### src/rtl/ddr_arb_rr.sv
// Round-robin arbiter that funnels NUM_CH memory clients onto one DDR command port.
// One DDR operation is in flight at a time; flushable channels can have their completion
// squashed by a pipeline redirect while the DDR operation itself always runs to the end.
module ddr_arb_rr #(
  parameter int unsigned       NUM_CH     = 3,
  parameter int unsigned       INDEX_W    = 19,
  parameter int unsigned       DATA_W     = 64,
  parameter int unsigned       BURST_W    = 512,
  parameter logic [NUM_CH-1:0] BURST_MASK = 'b001,
  parameter logic [NUM_CH-1:0] FLUSH_MASK = 'b001
) (
  input  logic                      clock,
  input  logic                      reset_n,
  // Client request side
  input  logic [NUM_CH-1:0]         req_valid,
  input  logic [NUM_CH*INDEX_W-1:0] req_index,
  input  logic [NUM_CH-1:0]         req_write,
  input  logic [NUM_CH*DATA_W-1:0]  req_wmask,
  input  logic [NUM_CH*DATA_W-1:0]  req_wdata,
  output logic [NUM_CH-1:0]         req_ready,
  // Client response side
  output logic [NUM_CH-1:0]         rsp_done,
  output logic [DATA_W-1:0]         rsp_rdata,
  output logic [BURST_W-1:0]        rsp_burst_data,
  input  logic                      redirect_valid,
  // DDR command port
  output logic                      ddr_chip_enable,
  output logic [INDEX_W-1:0]        ddr_index,
  output logic                      ddr_write_enable,
  output logic                      ddr_burst_mode,
  output logic [DATA_W-1:0]         ddr_write_mask,
  output logic [DATA_W-1:0]         ddr_write_data,
  input  logic [DATA_W-1:0]         ddr_read_data,
  input  logic [BURST_W-1:0]        ddr_burst_read_data,
  input  logic                      ddr_operation_done,
  input  logic                      ddr_ready
);

  localparam int unsigned PtrW = (NUM_CH > 1) ? $clog2(NUM_CH) : 1;

  typedef enum logic [1:0] {StIdle, StIssue, StWait} state_e;

  state_e              state_q, state_d;
  logic [PtrW-1:0]     rr_ptr_q, rr_ptr_d;
  logic [PtrW-1:0]     owner_q, owner_d;
  logic                kill_q, kill_d;
  logic [INDEX_W-1:0]  index_q, index_d;
  logic                write_q, write_d;
  logic                burst_q, burst_d;
  logic [DATA_W-1:0]   wmask_q, wmask_d;
  logic [DATA_W-1:0]   wdata_q, wdata_d;
  logic [NUM_CH-1:0]   rsp_done_q, rsp_done_d;
  logic [DATA_W-1:0]   rsp_rdata_q, rsp_rdata_d;
  logic [BURST_W-1:0]  rsp_burst_q, rsp_burst_d;

  logic [NUM_CH-1:0]   eligible;
  logic                grant_found;
  logic [PtrW-1:0]     grant_idx;
  int unsigned         cand;
  logic                accept;
  logic                owner_flush;
  logic                busy;

  // Round-robin search: first eligible channel strictly after rr_ptr, wrapping around
  always_comb begin
    eligible    = req_valid & ~({NUM_CH{redirect_valid}} & FLUSH_MASK);
    grant_found = 1'b0;
    grant_idx   = '0;
    cand        = 0;
    for (int unsigned i = 1; i <= NUM_CH; i++) begin
      cand = (32'(rr_ptr_q) + i) % NUM_CH;
      if (!grant_found && eligible[cand]) begin
        grant_found = 1'b1;
        grant_idx   = PtrW'(cand);
      end
    end
  end

  // Grant is only offered from idle with the DDR able to accept; reset masks it off
  always_comb begin
    accept      = (state_q == StIdle) && ddr_ready && grant_found;
    req_ready   = (accept && reset_n) ? (NUM_CH'(1) << grant_idx) : '0;
    owner_flush = redirect_valid && FLUSH_MASK[owner_q];
  end

  // Next-state logic: request capture, kill tracking and response capture
  always_comb begin
    state_d     = state_q;
    rr_ptr_d    = rr_ptr_q;
    owner_d     = owner_q;
    kill_d      = kill_q;
    index_d     = index_q;
    write_d     = write_q;
    burst_d     = burst_q;
    wmask_d     = wmask_q;
    wdata_d     = wdata_q;
    rsp_done_d  = '0;
    rsp_rdata_d = rsp_rdata_q;
    rsp_burst_d = rsp_burst_q;
    unique case (state_q)
      StIdle: begin
        if (accept) begin
          state_d  = StIssue;
          rr_ptr_d = grant_idx;
          owner_d  = grant_idx;
          kill_d   = 1'b0;
          index_d  = req_index[grant_idx*INDEX_W +: INDEX_W];
          write_d  = req_write[grant_idx];
          burst_d  = BURST_MASK[grant_idx] & ~req_write[grant_idx];
          // Reads carry no mask/data onto the DDR bus
          wmask_d  = req_write[grant_idx] ? req_wmask[grant_idx*DATA_W +: DATA_W] : '0;
          wdata_d  = req_write[grant_idx] ? req_wdata[grant_idx*DATA_W +: DATA_W] : '0;
        end
      end
      StIssue: begin
        if (owner_flush) kill_d = 1'b1;
        state_d = StWait;
      end
      StWait: begin
        if (owner_flush) kill_d = 1'b1;
        if (ddr_operation_done) begin
          rsp_rdata_d = ddr_read_data;
          rsp_burst_d = ddr_burst_read_data;
          // A redirect in the done cycle itself still squashes the response
          if (!(kill_q || owner_flush)) rsp_done_d = NUM_CH'(1) << owner_q;
          state_d = StIdle;
        end
      end
      default: state_d = StIdle;
    endcase
  end

  // State and datapath registers
  always_ff @(posedge clock or negedge reset_n) begin
    if (!reset_n) begin
      state_q     <= StIdle;
      rr_ptr_q    <= PtrW'(NUM_CH - 1);
      owner_q     <= '0;
      kill_q      <= 1'b0;
      index_q     <= '0;
      write_q     <= 1'b0;
      burst_q     <= 1'b0;
      wmask_q     <= '0;
      wdata_q     <= '0;
      rsp_done_q  <= '0;
      rsp_rdata_q <= '0;
      rsp_burst_q <= '0;
    end else begin
      state_q     <= state_d;
      rr_ptr_q    <= rr_ptr_d;
      owner_q     <= owner_d;
      kill_q      <= kill_d;
      index_q     <= index_d;
      write_q     <= write_d;
      burst_q     <= burst_d;
      wmask_q     <= wmask_d;
      wdata_q     <= wdata_d;
      rsp_done_q  <= rsp_done_d;
      rsp_rdata_q <= rsp_rdata_d;
      rsp_burst_q <= rsp_burst_d;
    end
  end

  // DDR command outputs: held from issue through completion, zero while idle
  always_comb begin
    busy             = (state_q != StIdle);
    ddr_chip_enable  = (state_q == StIssue);
    ddr_index        = busy ? index_q : '0;
    ddr_write_enable = busy & write_q;
    ddr_burst_mode   = busy & burst_q;
    ddr_write_mask   = busy ? wmask_q : '0;
    ddr_write_data   = busy ? wdata_q : '0;
    rsp_done         = rsp_done_q;
    rsp_rdata        = rsp_rdata_q;
    rsp_burst_data   = rsp_burst_q;
  end

endmodule

### config.mk
export PLATFORM = sky130hd
export DESIGN_NAME = ddr_arb_rr
export DESIGN_NICKNAME = d
export VERILOG_FILES = /design/src/rtl/ddr_arb_rr.sv
export SDC_FILE = /design/constraint.sdc
export NUM_CORES = 1
export LEC_CHECK = 0
export ABC_CLOCK_PERIOD_IN_PS = 5200
export BUFFER_PORTS_ARGS = -buffer_cell sky130_fd_sc_hd__buf_4
export CORE_AREA = 2 2 692 694
export CTS_BUF_LIST = sky130_fd_sc_hd__clkbuf_8
export CTS_CLUSTER_SIZE = 10
export DETAILED_ROUTE_END_ITERATION = 7
export DIE_AREA = 0 0 694 696
export SLEW_MARGIN = 20
export SYNTH_ARGS = -nofsm -noshare
export SYNTH_HDL_FRONTEND = slang
export SYNTH_SLANG_ARGS = --single-unit
### constraint.sdc
create_clock -name clock -period 5.2 [get_ports clock]
set_input_delay 1.04 -clock clock [delete_from_list [all_inputs] [get_ports clock]]
set_output_delay 1.04 -clock clock [all_outputs]
set_load 0.005 [all_outputs]
Word level (Yosys, flattened, before mapping)
Cells that the tools add are included.

storage, ports and cells
  logic and storage cells = 90
  bits in registers = 735
  output and inout port bits = 732
  input bits = 1028

operators by class
  muxes and demuxes = 33
  div/mod/pow operators = 3
  shift operators = 5
  equality and inequality tests = 5
  bitwise gates (word level) = 6
  $mul = 1
  reduce and logical (&&, ||, !) cells = 17
  $add $sub $neg = 3
  $lt $le $gt $ge = 5

operators with widths
  operator                                                     number
  indexed part select 192 x 9 -> 64 bit                        2
  2-to-1 mux 64 bit                                            4
  less-than comparator 32 x 3 -> 1 bit, second input constant  3
  modulo 32 x 2 -> 32 bit, second input constant               3
  indexed part select 57 x 8 -> 19 bit                         1
  2-to-1 mux 19 bit                                            1
  binary-select mux 1 bit (select 2 bit)                       6
  2-to-1 mux 3 bit                                             4
  2-to-1 mux 1 bit                                             11
  2-to-1 mux 2 bit                                             5
  multiplier 2 x 5 -> 7 bit, second input constant             1
  adder 2 x 2 -> 3 bit, second input constant                  2
  logical AND 1 bit                                            6
  less-than comparator 2 x 3 -> 1 bit, second input constant   2
  case mux 2 bit (3 select lines)                              1
  AND reduction 2 bit                                          3
  left shift 1 x 2 -> 3 bit, first input constant              2
  inequality test 2 bit, second input constant                 2
  nonzero test 2 bit                                           2
  adder 2 x 1 -> 3 bit, second input constant                  1
  AND 1 bit                                                    3
  AND 3 bit                                                    1
  inverter 1 -> 3 bit                                          1
  AND reduction 3 bit                                          1
  9 further kinds                                              10

Depth between registers and ports, before layout
Gate-level depths: netlist (run 1).

  depth after elaboration = 15
  mapped depth = 11

Worst setup path after synthesis (run 1)
OpenSTA, ideal clock, no wires.

  path kind = in2out
  start point = input port redirect_valid
  end point = output port req_ready[0]
  setup slack = 1.628 ns
  required time = 4.160 ns
  arrival time = 2.532 ns
  buffers on the path = 2
  stages on the path = 7
  cell sequence = or3b_1 > a22oi_2 > o22ai_2 > buf_2 > buf_2 > or2_2 > nor2_1

between the ends
  word-level cells in the longest chain between the ends = 14
  elaborated cells on any way between the ends = 22
  classes of those cells = shift: 1; mux: 13; bitwise: 2; reduce/logical: 6

RTL lines
  item                                    line  source
  start: declaration                      25    input logic redirect_valid,
  inverter 1 -> 3 bit *                   66    eligible = req_valid & ~({NUM_CH{redirect_valid}} & FLUSH_MASK);
  AND 3 bit *                             66
  binary-select mux 1 bit (select 2 bit)  72    if (!grant_found && eligible[cand]) begin
  2-to-1 mux 1 bit (implied by the code)  72
  2-to-1 mux 1 bit                        72
  logical NOT 1 bit                       72
  logical AND 1 bit                       72
  2-to-1 mux 1 bit                        72
  logical NOT 1 bit                       72
  logical AND 1 bit                       72
  2-to-1 mux 1 bit                        72
  logical AND 1 bit                       81    accept = (state_q == StIdle) && ddr_ready && grant_found;
  logical AND 1 bit                       82    req_ready = (accept && reset_n) ? (NUM_CH'(1) << grant_idx) : '0;
  2-to-1 mux 3 bit *                      82
  end: declaration                        20    output logic [NUM_CH-1:0] req_ready,

Every way passes the cells marked *; elsewhere a longest branch is shown, timed or not. The select of a mux whose other input is x is not followed.

Final worst setup path (run 1)
  start point = register rr_ptr_q[1]
  end point = output port req_ready[2]

between the ends
  word-level cells in the longest chain between the ends = 14
  elaborated cells on any way between the ends = 26
  classes of those cells = add/sub: 3; div: 3; shift: 1; mux: 13; reduce/logical: 6

RTL lines
  item                                    line  source
  start: declaration                      44    logic [PtrW-1:0] rr_ptr_q, rr_ptr_d;
  start signal: assignment                137   rr_ptr_q <= PtrW'(NUM_CH - 1);
  start signal: assignment                150   rr_ptr_q <= rr_ptr_d;
  adder 2 x 1 -> 3 bit                    71    cand = (32'(rr_ptr_q) + i) % NUM_CH;
  modulo 32 x 2 -> 32 bit                 71
  binary-select mux 1 bit (select 2 bit)  72
  2-to-1 mux 1 bit (implied by the code)  72
  2-to-1 mux 1 bit                        72
  logical NOT 1 bit                       72
  logical AND 1 bit                       72
  2-to-1 mux 1 bit                        72
  logical NOT 1 bit                       72
  logical AND 1 bit                       72
  2-to-1 mux 1 bit                        72
  logical AND 1 bit                       81
  logical AND 1 bit                       82
  2-to-1 mux 3 bit *                      82

Marks and branches as above.

==> key figures, run 1 <==
Critical path
  • CP Class: flop to primary output
  • Critical Path RT: ~4.2 ns
  • CP startpoint: rr_ptr_q[1]
  • Crit-path max FO: 9
  • FF-to-FF Start: rr_ptr_q[1]
  • Nature of the critical path startpoint: flop
  • Slowest library cell on the worst path: or4b_4
  • CP Capture Type: primary output
  • CP top delay family: simple AND/OR/NAND/NOR gates
  • Worst path max stage delay: 0.62 ns
  • CP bufs+invs: 2
  • CP arrival: a little under 4 ns
  • Crit path cell chain: inv_1 > ha_1 > or4b_4 > nand2_1 > o41ai_2 > nor2_1 > and3_1 > buf_4

Logic synthesis
  • EDFF count, synth: 0
  • Syn_nets: about 3.3k
  • Number of synthesis warnings: 0
  • Async set-reset flop share out of synthesis: 1.00
  • Sequential fraction of the synthesis area: 0.605
  • Cells after synthesis: about 2.3k
  • Synth Register Bits: 734
  • Most used flip-flop cell after synthesis: dfrtp_1
  • Post-Syn Area per Cell: 13.3 um2
  • Synth cell types: 42
  • Post-synthesis cell area: 30400 um2

Worst hold path
  • Min-delay worst type: input port to flop
  • Min-delay src: ddr_burst_read_data[176]

Pwr
  • Total power: 38.0 mW
  • Combinational share of power: 0.520
  • Switch Pwr: around 18 mW
  • Switching fraction of total power: 0.466
  • Peak supply drop: 0.424 mV
  • Clock power share: 0.200
  • P_int: roughly 20 mW
  • Leak Pwr: between 20 and 25 nW
  • PwrDens: 690 nW/um2
  • Flop pwr share: 0.279

Placed design
  • Inst Count DP: between 10k and 15k
  • Placed Area: about 50000 um2
  • Place WS: 1.11 ns
  • Number of port buffers: 1759
  • Hpwl dp: 327000 um
  • RePlAce Congestion: 0.990

Timing
  • Highest Clock Rate: 0.203 GHz
  • Max-slew violations: 0
  • Setup slack after layout: 0.266 ns
  • Final setup vio count: 0
  • Max transition margin: 0.245
  • Minimum clock period: 4.93 ns
  • RSZ-0062 raised after global routing: false
  • Period utilization: 0.949
  • Final count of hold timing violations: 0
  • TNS Setup: 0 ns
  • Worst Max-Slew Pin Slew: 1.13 ns
  • Fin Hold WS: a little under 0.2 ns
  • Final Skew: 0.0951 ns

Global routing
  • Antenna violations before repair: 258
  • Total congestion overflow: 0
  • Vias in the first global route: 28.4k
  • Largest net degree at the start of global routing: about 140
  • First-pass GRT wire length: 432000 um
  • Overall global routing resource usage: 0.147

Clocking
  • Clk root buf: clkbuf_8
  • Max Buffers Root-to-Sink: 4
  • Total CTS buffers: 173
  • Clock Sinks: about 730
  • TritonCTS clock tree: yes
  • Htree depth: 4
  • Latest clock arrival within the worst-skew pair: 1.07 ns
  • Clock edge transition at the registers on the reported setup and hold paths: 0.06 ns

Cells and area
  • Layout cells sized above 1: 0.628
  • Nets: 5137
  • Layout Utilization: 0.116
  • Synth-to-layout area growth: 81.5%
  • Finished layout cell area: 55100 um2
  • Non-filler instance count after layout: ~11k

Routing
  • DR iter-0 viols: 2149
  • WL/cell: 35.2 um
  • Routed wire length: 372000 um
  • DR vias/cell: between 2 and 3
  • Remaining DRCs: 0
  • Via count: 28.9k
  • Post-DRT Antenna Nets: 0
  • Drt pass-1 iters: 8

Die
  • Die footprint: 483000 um2
  • # rows: 254
  • Die Y: 696 um
  • Initial Utilization: 0.0637
  • Die W: 694 um
  • # IOs: roughly 1.8k
  • Core Region: 476000 um2

Job
  • # Max-Cap Violations: 0

Outcome
  • Status: finished, final reports clean
==> metal layers <==
metal  part of all wire  track usage  vias to the layer above
met5             0.0037      0.00460                        -
met4              0.047       0.0573                      156
met3               0.17        0.116                      709
met2               0.40        0.209                     1828
met1               0.37        0.161                    14300
li1                   -            -                    11900
==> path summary, 6_finish.rpt <==
check	end	slack (ns)	cells after the start
setup / recovery	req_ready[2]	0.27	8
hold / removal	rsp_burst_data[176]	0.20	2
setup reg to reg	wmask_q[50]	1.46	10
hold reg to reg	wmask_q[0]	0.47	2
max in group asynchronous	rsp_burst_data[370]	2.84	4
min in group asynchronous	rsp_burst_data[309]	0.65	2
==> cells by family (layout without fill, tap and decap cells) <==
group,after synthesis,count (layout),share of synthesized area
adders and majority gates,8,8,0.00330
muxes,576,576,0.214
other,0,58,0
buffers and inverters,168,2111,0.0237
AOI/OAI and AO/OA,463,463,0.0972
and+or+nand+nor,339,339,0.0569
DFF,734,734,0.605
==> area by class of cell <==
| cell class | count | area (um2) |
|---|---|---|
| Antenna cell | 58 | 145 |
| Clock buffer | 203 | 2790 |
| Clock inverter | 102 | 811 |
| Fill cell | 54400 | 421000 |
| Inverter | 6 | 22.5 |
| Multi-Input combinational cell | 1386 | 11300 |
| Sequential cell | 734 | 18400 |
| Tap cell | 6272 | 7850 |
| Timing Repair Buffer | 1800 | 13800 |
==> power groups by stage <==
stage / sequential [mW] / clock (mW) / combinational (mW)
after floorplan: 10.1 / 0 / 6.04
after global placement: 10.6 / 0 / 20.3
after detailed placement: 10.6 / 0 / 20.3
after CTS: 10.6 / 8.07 / 20.3
after global routing: 11.0 / 8.20 / 21.0
final: 10.6 / 7.62 / 19.8
==> cells in the mapped netlist (all sizes together) (2+ instances only) <==
cell | n | area (um2)
a21oi | 152 | 761
a22o | 147 | 1290
and3 | 3 | 18.8
buf | 48 | 258
clkbuf | 114 | 439
dfrtp | 733 | 18300
ha | 8 | 100
inv | 6 | 22.5
mux2 | 576 | 6490
nand2 | 161 | 604
nand3 | 2 | 10.0
nand3b | 2 | 15.0
nor2 | 5 | 18.8
nor2b | 153 | 957
nor4 | 2 | 12.5
o21ai | 155 | 813
o31ai | 2 | 20.0
or2 | 2 | 12.5
or3b | 2 | 17.5
==> timing repair <==
| action | 4_1_cts | 5_1_grt |
|---|---|---|
| resized for setup | 0 | 1 |
| setup buffers | 0 | 0 |
| endpoints found under the hold margin | 18 | 0 |
| endpoints found under the setup margin | 0 | 3 |
| hold buffers | 1 | 0 |
==> sequential cells by signal (all words and copies together) (netlist names), 2 cells and up <==
name and count:
rsp_burst_data 512, rsp_rdata 64, wdata_q 64, wmask_q 64, index_q 19, rsp_done 3
rr_ptr_q 2, state_q 2
==> cells in the final DEF (no fill, tap or decap), types with 3 or more instances in the layout <==
master	Yosys	routed
a21oi_1	152	152
a22o_1	147	147
and3_1	3	3
buf_12	0	19
buf_4	1	1779
bufinv_16	0	9
clkbuf_8	0	203
clkinv_2	0	33
clkinv_8	0	3
clkinvlp_4	0	3
dfrtp_1	733	733
diode_2	0	58
ha_1	8	7
inv_1	6	51
inv_12	0	4
mux2_2	576	576
nand2_1	161	160
nor2_1	5	4
nor2b_1	153	153
o21ai_0	144	144
o21ai_2	10	9
No activity file was read; power rests on OpenSTA's default activity.
==> run 2: changes to the inputs <==
--- a/config.mk
+++ b/config.mk
@@ -8,8 +8,8 @@
 export ABC_CLOCK_PERIOD_IN_PS = 5200
 export BUFFER_PORTS_ARGS = -buffer_cell sky130_fd_sc_hd__buf_4
 export CORE_AREA = 2 2 692 694
-export CTS_BUF_LIST = sky130_fd_sc_hd__clkbuf_8
-export CTS_CLUSTER_SIZE = 10
+export CTS_BUF_LIST = sky130_fd_sc_hd__clkbuf_4
+export CTS_CLUSTER_SIZE = 40
 export DETAILED_ROUTE_END_ITERATION = 7
 export DIE_AREA = 0 0 694 696
 export SLEW_MARGIN = 20
==> key figures, run 2 (synthesized netlist as in run 1, its figures left out) <==
Global routing
  • First-pass GRT wire length: 449000 um (+3.8%)
  • Overall global routing resource usage: 0.150 (+0.00264)
  • Vias in the first global route: 33.7k (+19%)
  • Total congestion overflow: 0 (unchanged)
  • Largest net degree at the start of global routing: 143 (unchanged)
  • Antenna violations before repair: 282 (+9.3%)

Clocking
  • Clk root buf: clkbuf_4
  • Clock edge transition at the registers on the reported setup and hold paths: 0.06 ns (about the same)
  • Clock Sinks: 734 (unchanged)
  • Htree depth: 5 (+1)
  • Setup repair bufs after CTS: 0 (unchanged)
  • Max Buffers Root-to-Sink: 4 (unchanged)
  • TritonCTS clock tree: yes
  • Latest clock arrival within the worst-skew pair: 1.45 ns (+0.38 ns)
  • Total CTS buffers: 264 (+53%)

Critical path
  • Slowest library cell on the worst path: or4b_4
  • CP arrival: 3.83 ns (-0.06 ns)
  • CP Class: flop to primary output
  • CP Capture Type: primary output
  • Crit-path max FO: 56 (+47)
  • Critical Path RT: 4.16 ns (about the same)
  • Crit path cell chain: inv_1 > ha_2 > or4b_4 > nand3_1 > o22ai_4 > buf_16 > and3_1 > buf_4
  • Worst path max stage delay: 0.60 ns (-0.02 ns)
  • Nature of the critical path startpoint: flop

Cells and area
  • Most frequent cells in the layout: buf_4 (1779), dlygate4sd3_1 (871), dfrtp_1 (733)
  • Register area: 18400 um2 (unchanged)
  • Layout cells sized above 1: 0.531 (-0.0966)
  • Largest register FFs: 512 (unchanged)
  • # fillers: 53.9k (-0.79%)
  • Area of the multi-input gates: 11300 um2 (+0.11%)
  • Synth-to-layout area growth: 110%
  • Nets: 6099 (+19%)
  • Commonest non-fill, non-tap cell in the layout: buf_4
  • Non-filler instance count after layout: 11.6k (+10%)

Routing
  • WL/cell: 32.6 um (-7.5%)
  • Routed wire length: 379000 um (+1.9%)
  • DR vias/cell: 2.88 (+5.3%)
  • Remaining DRCs: 0 (unchanged)
  • Post-DRT Antenna Nets: 0 (unchanged)
  • Via count: 33.5k (+16%)
  • Drt pass-1 iters: 5 (-3)
  • DR iter-0 viols: 2441 (+14%)

Placed design
  • Hpwl dp: 327000 um (unchanged)
  • Number of port buffers: 1759 (unchanged)
  • Place WS: 1.11 ns (unchanged)
  • Inst Count DP: 10.2k (unchanged)
  • RePlAce Congestion: 0.990 (unchanged)

Die
  • # rows: 254 (unchanged)
  • Die Y: 696 um (unchanged)
  • Core Region: 476000 um2 (unchanged)
  • Die footprint: 483000 um2 (unchanged)
  • # IOs: 1760 (unchanged)
  • Die W: 694 um (unchanged)
  • Initial Utilization: 0.0637 (unchanged)

Timing
  • TNS Setup: 0 ns (unchanged)
  • Final setup vio count: 0 (unchanged)
  • RSZ-0062 raised after global routing: false
  • Highest Clock Rate: 0.205 GHz (+1.4%)
  • Final count of hold timing violations: 0 (unchanged)
  • Max transition margin: 0.303 (+0.0576)
  • Minimum clock period: 4.87 ns (-0.0664 ns)
  • Final Skew: 0.175 ns (+0.0795 ns)
  • Worst Max-Slew Pin Slew: 1.05 ns (-0.0864 ns)
  • Period utilization: 0.936 (-0.0128)
  • Setup slack after layout: 0.333 ns (+0.0664 ns)
  • Max-slew violations: 0 (unchanged)

Pwr
  • Leak Pwr: 27.7 nW (+14%)
  • Total power: 39.5 mW (+3.9%)
  • Peak supply drop: 0.352 mV (-17%)
  • PwrDens: 621 nW/um2 (-10%)

Job
  • # Max-Cap Violations: 0 (unchanged)

Outcome
  • Status: finished, final reports clean

Worst hold path
  • Min-delay worst type: input port to async pin
## run 2: cell count changes in the layout (fill, tap and decap cells not counted), moves of 24 or more
| cell | change |
|---|---|
| dlygate4sd3_1 | +870 |
| clkbuf_4 | +354 |
| clkbuf_8 | -203 |
| clkinv_1 | +64 |
| diode_2 | +55 |
| inv_1 | -45 |
| clkinv_2 | -24 |
## run 2: path summary, 6_finish.rpt
check | start | endpoint | slack (ns) | depth (start not counted)
max | rr_ptr_q[1] | req_ready[1] | 0.33 | 8
min | reset_n | rsp_burst_data[277] | 0.24 | 2
max reg2reg | rr_ptr_q[1] | wdata_q[26] | 1.08 | 11
min reg2reg | wmask_q[0] | wmask_q[0] | 0.47 | 2
max in group asynchronous | reset_n | wdata_q[25] | 3.15 | 4
min in group clock | req_wdata[146] | wdata_q[18] | 0.35 | 4
## run 2: area by class of cell
cell class / instances / area share
clock buffer: 354 / 0.0418
clock inverter: 98 / 0.00901
timing repair buffer: 2671 / 0.354
sequential: 734 / 0.289
inverter: 6 / 0.000354
multi-input combinational: 1386 / 0.178
tap: 6272 / 0.123
antenna: 113 / 0.00445
## run 2: routing by layer
layer	vias to the layer above	track usage	part of all wire
met2	2074	0.212	0.40
met5	-	0	0.0028
met3	805	0.105	0.16
met4	166	0.0636	0.050
met1	16400	0.171	0.39
li1	14000	-	-
## run 2: what timing repair did
item | in CTS | in global routing
gates resized for setup | 6 | 0
hold buffers | 871 | 0
hold endpoints to repair | 959 | 0
setup endpoints to repair | 3 | 0
## run 2: worst max-delay path, delay by kind of cell (launching register included)
kind | cells | cell delay, ns
adder cells (fa/ha/maj) | 1 | 0.36
AO/OA/AOI/OAI | 1 | 0.15
flip-flops | 1 | 0.55
buffers and inverters | 3 | 0.44
AND/OR/NAND/NOR | 3 | 0.98
## run 2: where the power goes
group	internal, mW	switching [mW]
combinational	9.17	12.8
clock	3.37	3.55
sequential	8.64	1.98
## run 2: stage by stage
stage	hold WS [ns]	cell area, um2	utilization
floorplan	0.435	30400	-
CTS	0.0182	63300	0.133
global route	0.0964	63400	0.133
finish	0.240	63600	0.133
detailed placement	0.459	51300	0.108
global placement	0.455	51300	0.108
==> run 3: changes to the inputs <==
==> constraint.sdc (replaced) <==
create_clock -name clock -period 5.2 [get_ports clock]
set_input_delay 0.26 -clock clock [delete_from_list [all_inputs] [get_ports clock]]
set_output_delay 0.26 -clock clock [all_outputs]
set_load 0.005 [all_outputs]
==> key figures, run 3 (synthesized netlist as in run 1, its figures left out) <==
Outcome
  • Status: finished, final reports clean

Global routing
  • Met2 Resource Use GR: 0.215 (+0.00365)
  • GR Util met3: 0.107 (+0.00207)
  • Vias in the first global route: 39.5k (+17%)
  • Antenna violations before repair: 299 (+6.0%)
  • Largest net degree at the start of global routing: 174 (+22%)
  • Met1 Usage GRT: 0.174 (+0.00255)
  • First-pass GRT wire length: 468000 um (+4.3%)
  • Total congestion overflow: 0 (unchanged)
  • GRT Max-Usage Layer: met2
  • Overall global routing resource usage: 0.153 (+0.00361)

Placed design
  • Hpwl dp: 325000 um (-0.50%)
  • Number of port buffers: 1759 (unchanged)
  • Placed Area: 51200 um2 (-0.18%)
  • RePlAce Congestion: 1.00 (+1.2%)
  • Inst Count DP: 10.2k (-0.069%)
  • Place WS: 1.45 ns (+0.333 ns)

Pwr
  • PwrDens: 563 nW/um2 (-9.3%)
  • Leak Pwr: 32.8 nW (+18%)
  • Total power: 42.2 mW (+7.0%)
  • Peak supply drop: 0.606 mV (+72%)

Timing
  • Max transition margin: 0.301 (-0.00228)
  • Period utilization: 0.946 (+0.00961)
  • Minimum clock period: 4.92 ns (+0.0500 ns)
  • Highest Clock Rate: 0.203 GHz (-1.0%)
  • Final setup vio count: 0 (unchanged)
  • Setup slack after layout: 0.283 ns (-0.0500 ns)
  • Max-slew violations: 0 (unchanged)
  • TNS Setup: 0 ns (unchanged)
  • Worst Max-Slew Pin Slew: 1.05 ns (+0.00342 ns)
  • Final count of hold timing violations: 0 (unchanged)
  • RSZ-0062 raised after global routing: false
  • Final Skew: 0.239 ns (+0.0649 ns)
  • Fin Hold WS: 0.224 ns (-0.0162 ns)

Cells and area
  • Synth-to-layout area growth: 147%
  • Layout Utilization: 0.157 (+0.0240)
  • Register area: 18400 um2 (unchanged)
  • Finished layout cell area: 75000 um2 (+18%)
  • Layout cells sized above 1: 0.432 (-0.0993)
  • Non-filler instance count after layout: 12.8k (+9.9%)
  • Most frequent cells in the layout: dlygate4sd3_1 (2040), buf_4 (1774), dfrtp_1 (733)
  • Area of the multi-input gates: 11300 um2 (-0.18%)
  • Nets: 7238 (+19%)
  • Largest register FFs: 512 (unchanged)
  • # fillers: 53.3k (-1.3%)
  • Commonest non-fill, non-tap cell in the layout: dlygate4sd3_1

Die
  • # IOs: 1760 (unchanged)
  • Die footprint: 483000 um2 (unchanged)
  • Core Region: 476000 um2 (unchanged)
  • Initial Utilization: 0.0637 (unchanged)
  • Die Y: 696 um (unchanged)
  • # rows: 254 (unchanged)
  • Die W: 694 um (unchanged)

Critical path
  • CP arrival: 5.98 ns (+2.15 ns)
  • Minimum setup slack among reg-to-reg paths: 0.28 ns (-0.80 ns)
  • CP Capture Type: flop
  • R2R depth: 12 (+1)
  • Critical Path RT: 6.26 ns (+2.10 ns)
  • Nature of the critical path startpoint: flop
  • Crit-path max FO: 119 (+110%)
  • CP Class: flop to flop

Clocking
  • Clock Sinks: 734 (unchanged)
  • Clock edge transition at the registers on the reported setup and hold paths: 0.08 ns (+0.02 ns)
  • Latest clock arrival within the worst-skew pair: 1.36 ns (-0.09 ns)
  • Max Buffers Root-to-Sink: 4 (unchanged)
  • Setup repair bufs after CTS: 0 (unchanged)
  • Htree depth: 4 (-1)
  • Total CTS buffers: 241 (-8.7%)
  • TritonCTS clock tree: yes
  • Clk root buf: clkbuf_4

Routing
  • DR iter-0 viols: 2670 (+9.4%)
  • DR vias/cell: 2.97 (+3.2%)
  • WL/cell: 30.2 um (-7.2%)
  • Post-DRT Antenna Nets: 0 (unchanged)
  • Via count: 37.9k (+13%)
  • Drt pass-1 iters: 5 (unchanged)
  • Routed wire length: 386000 um (+2.0%)
  • Remaining DRCs: 0 (unchanged)

Worst hold path
  • Min-delay worst type: input port to flop
  • Worst Hold Depth: 4

Job
  • # Max-Cap Violations: 0 (unchanged)
==> run 3: cell count changes in the layout (fill, tap and decap cells not counted), moves of 4 or more <==
| cell | previous run | this run |
|---|---|---|
| buf_4 | 1779 | 1774 |
| clkbuf_4 | 354 | 343 |
| dlygate4sd3_1 | 871 | 2040 |
| clkinvlp_4 | 7 | 0 |
| inv_6 | 7 | 3 |
| diode_2 | 113 | 120 |
| clkinv_2 | 9 | 17 |
==> run 3: path summary, 6_finish.rpt <==
path / start / end
setup / recovery: rr_ptr_q[1] / wmask_q[48]
hold reg to reg: owner_q[1] / rsp_done[1]
hold / removal: ddr_burst_read_data[207] / rsp_burst_data[207]
max in group asynchronous: reset_n / rsp_burst_data[235]
min in group asynchronous: reset_n / rsp_done[0]
setup reg to reg: rr_ptr_q[1] / wmask_q[48]
==> run 3: timing repair <==
item                                    4_1_cts  5_1_grt
hold buffers                               2041        0
hold endpoints to repair                   1468        0
gates resized for setup                       0        1
endpoints found under the setup margin        0       26
==> run 3: per-layer routing <==
metal	routed length (um)	up-vias
li1	-	16300
met1	148000	18500
met2	154000	2143
met3	60900	852
met4	21800	174
met5	1660	-
==> run 3: worst max-delay path: stages (launching register included) <==
cell	delay (ns)
dfstp_2	0.55
inv_1	0.07
ha_1	0.41
or4b_4	0.61
o21ai_1	0.20
o31ai_4	0.11
buf_12	0.25
nor2_4	0.17
buf_12	0.38
a21oi_1	0.19
dlygate4sd3_1	0.62
o21ai_0	0.14
dlygate4sd3_1	0.57
==> run 3: area by class of cell <==
| cell class | instances | share of cell area |
|---|---|---|
| Antenna cell | 120 | 0.00400 |
| Clock buffer | 343 | 0.0343 |
| Clock inverter | 91 | 0.00647 |
| Inverter | 6 | 0.000300 |
| Multi-Input combinational cell | 1386 | 0.151 |
| Sequential cell | 734 | 0.245 |
| Tap cell | 6272 | 0.105 |
| Timing Repair Buffer | 3833 | 0.455 |
==> run 3: report_power, final <==
part / switching [mW] / total (mW) / internal, mW
Combinational: 13.4 / 25.3 / 11.9
Sequential: 1.77 / 10.4 / 8.64
Clock: 3.39 / 6.55 / 3.16
Total: 18.6 / 42.2 / 23.7
